## src/rtl/multi_cycle_control_fsm.sv

```systemverilog
// Control FSM for the multi-cycle RV32I core: sequences IF/ID/EX/MEM/WB with memory-ready
// handshaking, an ECALL halt and a retired-instruction counter.
module multi_cycle_control_fsm #(
  parameter int unsigned CNT_WIDTH = 32,
  parameter logic [31:0] HALT_CODE = 32'd10
) (
  input  logic                 clk,
  input  logic                 reset_n,
  input  logic [6:0]           opcode,
  input  logic                 bcond,
  input  logic [31:0]          x17_val,
  input  logic                 mem_ready,
  output logic                 mem_read,
  output logic                 mem_write,
  output logic                 i_or_d,
  output logic                 ir_write,
  output logic                 reg_write,
  output logic [1:0]           wb_sel,
  output logic                 alu_src_a,
  output logic [1:0]           alu_src_b,
  output logic [1:0]           alu_op,
  output logic                 pc_write,
  output logic [1:0]           pc_source,
  output logic                 is_halted,
  output logic [CNT_WIDTH-1:0] retire_count
);

  localparam logic [6:0] OpLoad     = 7'b0000011;
  localparam logic [6:0] OpStore    = 7'b0100011;
  localparam logic [6:0] OpArith    = 7'b0110011;
  localparam logic [6:0] OpArithImm = 7'b0010011;
  localparam logic [6:0] OpBranch   = 7'b1100011;
  localparam logic [6:0] OpJal      = 7'b1101111;
  localparam logic [6:0] OpJalr     = 7'b1100111;
  localparam logic [6:0] OpEcall    = 7'b1110011;

  typedef enum logic [2:0] {StIf, StId, StEx, StMem, StWb, StHalt} state_e;

  state_e                state_q, state_d;
  logic                  halted_q;
  logic [CNT_WIDTH-1:0]  count_q;
  logic                  retire;

  always_ff @(posedge clk) begin
    if (!reset_n) begin
      state_q  <= StIf;
      count_q  <= '0;
      halted_q <= 1'b0;
    end else begin
      state_q <= state_d;
      if (retire) count_q <= count_q + CNT_WIDTH'(1);
      if (state_q == StId && state_d == StHalt) halted_q <= 1'b1;
    end
  end

  // Everything is held at zero while reset_n is low, so an aborted access never leaks out.
  assign is_halted    = halted_q & reset_n;
  assign retire_count = reset_n ? count_q : '0;

  always_comb begin
    state_d   = state_q;
    retire    = 1'b0;
    mem_read  = 1'b0;
    mem_write = 1'b0;
    i_or_d    = 1'b0;
    ir_write  = 1'b0;
    reg_write = 1'b0;
    wb_sel    = 2'd0;
    alu_src_a = 1'b0;
    alu_src_b = 2'd0;
    alu_op    = 2'd0;
    pc_write  = 1'b0;
    pc_source = 2'd0;
    if (reset_n) begin
      unique case (state_q)
        StIf: begin
          mem_read = 1'b1;
          if (mem_ready) begin
            ir_write = 1'b1;
            state_d  = StId;
          end
        end
        StId: begin
          alu_src_b = 2'd1;
          if (opcode == OpEcall && x17_val == HALT_CODE) state_d = StHalt;
          else                                           state_d = StEx;
        end
        StEx: begin
          case (opcode)
            OpArith: begin
              alu_src_a = 1'b1;
              alu_op    = 2'd2;
              state_d   = StWb;
            end
            OpArithImm: begin
              alu_src_a = 1'b1;
              alu_src_b = 2'd1;
              alu_op    = 2'd2;
              state_d   = StWb;
            end
            OpLoad, OpStore: begin
              alu_src_a = 1'b1;
              alu_src_b = 2'd1;
              state_d   = StMem;
            end
            OpBranch: begin
              alu_src_a = 1'b1;
              alu_op    = 2'd1;
              pc_write  = 1'b1;
              pc_source = bcond ? 2'd1 : 2'd0;
              retire    = 1'b1;
              state_d   = StIf;
            end
            OpJal: begin
              reg_write = 1'b1;
              wb_sel    = 2'd2;
              pc_write  = 1'b1;
              pc_source = 2'd1;
              retire    = 1'b1;
              state_d   = StIf;
            end
            OpJalr: begin
              alu_src_a = 1'b1;
              alu_src_b = 2'd1;
              reg_write = 1'b1;
              wb_sel    = 2'd2;
              pc_write  = 1'b1;
              pc_source = 2'd2;
              retire    = 1'b1;
              state_d   = StIf;
            end
            default: begin
              // Non-halting ECALL and unknown opcodes retire as a NOP.
              pc_write = 1'b1;
              retire   = 1'b1;
              state_d  = StIf;
            end
          endcase
        end
        StMem: begin
          i_or_d = 1'b1;
          if (opcode == OpStore) mem_write = 1'b1;
          else                   mem_read  = 1'b1;
          if (mem_ready) begin
            if (opcode == OpStore) begin
              pc_write = 1'b1;
              retire   = 1'b1;
              state_d  = StIf;
            end else begin
              state_d = StWb;
            end
          end
        end
        StWb: begin
          reg_write = 1'b1;
          wb_sel    = (opcode == OpLoad) ? 2'd1 : 2'd0;
          pc_write  = 1'b1;
          retire    = 1'b1;
          state_d   = StIf;
        end
        StHalt: state_d = StHalt;
        default: state_d = StIf;
      endcase
    end
  end

endmodule

```

## config.mk

```make
export PLATFORM = sky130hd
export DESIGN_NAME = multi_cycle_control_fsm
export DESIGN_NICKNAME = d
export VERILOG_FILES = /design/src/rtl/multi_cycle_control_fsm.sv
export SDC_FILE = /design/constraint.sdc
export NUM_CORES = 1
export LEC_CHECK = 0
export BUFFER_PORTS_ARGS = -buffer_cell sky130_fd_sc_hd__buf_2
export CAP_MARGIN = 20
export CORE_MARGIN = 4
export CORE_UTILIZATION = 52
export CTS_CLUSTER_SIZE = 20
export DETAILED_ROUTE_END_ITERATION = 12
export GPL_TIMING_DRIVEN = 0
export PLACE_DENSITY = 0.85
export SETUP_SLACK_MARGIN = 0.3
export SLEW_MARGIN = 0
export SYNTH_ARGS = -nofsm -noshare
export SYNTH_HDL_FRONTEND = slang
export SYNTH_SLANG_ARGS = --single-unit
```

## constraint.sdc

```tcl
create_clock -name clk -period 4.9 [get_ports clk]
set_clock_uncertainty 0.15 [all_clocks]
set_input_delay 0.245 -clock clk [delete_from_list [all_inputs] [get_ports clk]]
set_output_delay 0.245 -clock clk [all_outputs]
set_load 0.005 [all_outputs]
```

==> results.md <==
* Seq cells post-synth at 36
* Leak at 0.00128 µW
* Routed len/inst at 14.3 µm
* Ant. Diodes at 0
* CTS tree: built
* Critical Path RT at around 4500 ps
* Synthesis-to-finish area growth at 26.6%
* Clock latency on the worst-skew pair at 290 ps
* Gr ovfl total at 0
* Status: finished, final reports clean
* Total of max-cap violations at 0
* Inserted Clock Buffers at 5
* Max FO, Critical Path at 10
* Htree depth at 2
* Port Buf Inserts at between 80 and 90
* GPL Wtd Cong at just under 0.9
* Hold_buf cts at 0
* Die Area at 5500 µm²
* Net Count, Synth at 340
* Top FF cell, synth: dfxtp_1
* Min Tclk post-route at 2280 ps
* Routed Antenna Nets at 0
* Largest area contributor in the netlist: dfxtp_1
* Startpoint types: flip-flop
* Clock sink count at 36
* Core area at 4120 µm²
* Starting density of the core at 55.3%
* Total power at 596 µW
* YS warnings at 0
* Via density at between 5 and 6
* Postcts setup bufs at 0
* Commonest non-fill, non-tap cell in the layout: buf_2
* Clk slew on worst S/H paths at about 70 ps
* Post-synthesis cell count at 296
* Share of cells above drive strength 1 at between 20% and 30%
* Finished Layout Cells at about 440
* Vias in the first global route at 2342
* Residual DRC at 0
* Asr flop ratio synth at 0%
* Max frequency at 438 MHz
* Iteration-0 DRC count of the detailed router at 158
* Synth top area cells: dfxtp_1 (32%), and2_1 (8.0%), nor2_1 (5.4%)
* Post-synth top area share at 31.7%
* Largest net degree at the start of global routing at 11
* Slew headroom at 52.4%
* Die Height at 74.2 µm
* Die W at about 74 µm
* Seq/Total Area, Yosys at between 30% and 40%
* EDFF count, synth at 0
* Pwr dens at 207 nW/µm²
* WL final at 6330 µm
* CP Class: flip-flop to output pin
* Hold Path Class: input pin to flip-flop
* RSZ-0062 raised after global routing: false
* Max-slew violation count at 0
* Fin crit share at 46.6%
* Resize count post-CTS at 0
* Placed insts at 435
* Most frequent cells in the layout: buf_2 (91), dfxtp_1 (36), nor2_1 (33), and2_1 (29), a21oi_1 (22)
* Clock buffer depth at 2
* Worst-Margin Slew at ~710 ps
* Antenna violations before repair at 0
* HPWL after detailed placement at about 4800 µm
* Arr. time, crit path at 1890 ps
* Netlist Area Pre-Place at around 2300 µm²
* First-pass GRT wire length at 10700 µm
* Mapped Avg Cell Area at 7.69 µm²
* Ports at 91
* Unique masters post-synth at 48
* Rows at 23
* Final Setup Violations at 0
* Setup TNS at 0 ps
* Hold violation total from the final report at 0
* GRT Total Usage at 24.5%
* Net count, final at 436
* Via count at between 2000 and 2500
* First drt pass iteration count at 4
* VDD IR-drop max at 0.000191 V
* CTS Root Cell: clkbuf_8
* Crit path capture type: output pin
-- synthesized netlist by cell type (2+ instances only) --
master      n
nor3_1      6
and4_1      3
a21oi_1    22
o31ai_1     5
o2111ai_1   2
nand2_1    18
nand3_1     7
or3_1      13
buf_4       4
o21a_1      2
dfxtp_1    36
o2111ai_2   2
nor4b_1     3
buf_2       2
clkbuf_1    6
nand2b_1    4
or4_1       5
and4b_1     2
mux2_2      2
nand4_1     9
and2_1     29
xnor2_1     4
buf_6       3
and3_1      5
nor2_1     33
nor4_1      8
inv_1      11
o21ai_0    21
o311a_1     2
o211ai_1    4
xor2_1      6
-- layer usage --
| layer | wire [µm] | GRT usage, % |
|---|---|---|
| met2 | 3120 | 41.6 |
| met3 | 335 | 5.14 |
| met5 | 0 | 0 |
| met1 | 2820 | 31.5 |
| met4 | 57 | 6.84 |
-- worst paths after layout --
path / from / end / cells after the start / slack [ps]
max: state_q[0] / pc_write / 8 / 2620
min: reset_n / count_q[9] / 3 / 160
max reg2reg: count_q[9] / count_q[23] / 6 / 2760
min reg2reg: halted_q / halted_q / 2 / 320
-- cell type report --
type / instances / area [µm²]
plain buffers: 17 / 105
clock buffers: 7 / 96.3
fillers: 358 / 1230
inverters: 12 / 45.0
multi-input cells: 231 / 1410
flip-flops and latches: 36 / 721
well taps: 50 / 62.6
repair buffers: 89 / 445
-- kinds of logic after synthesis --
logic type	Yosys count	synth area share, %
flops	36	31.7
compound gates	68	19.1
mux	2	0.989
xor+xnor	10	3.85
buf+inv	29	6.60
other cells	1	0.165
simple gates	149	37.1
fa+ha+maj	1	0.550
-- stage by stage --
step	util, %	setup WS, ps	hold WS [ps]	area [µm²]
floorplan	-	2980	247	2280
global placement	67.6	2740	297	2780
detailed placement	67.6	2710	300	2780
finish	70.0	2620	156	2880
global route	70.0	2480	182	2880
CTS	70.0	2630	148	2880
-- worst max-delay path, cell delays in order, from the launching register on --
cell and delay (ps):
dfxtp_1 300, clkbuf_2 150, and4b_1 230, and4b_1 170, buf_4 150, buf_4 170, nor2_1 210, nor2_1 60
buf_2 150
-- flip-flops by register name (all words and copies together), names as in the netlist --
| signal | count |
|---|---|
| count_q | 32 |
| halted_q | 1 |
| state_q | 3 |
-- power by group --
| group | leakage, µW | switching (µW) | internal (µW) |
|---|---|---|---|
| Combinational | 0.000941 | 38.9 | 28.2 |
| Clock | 0.0000503 | 108 | 125 |
| Sequential | 0.000290 | 1.67 | 295 |
Power figures use the tool's default switching activity.
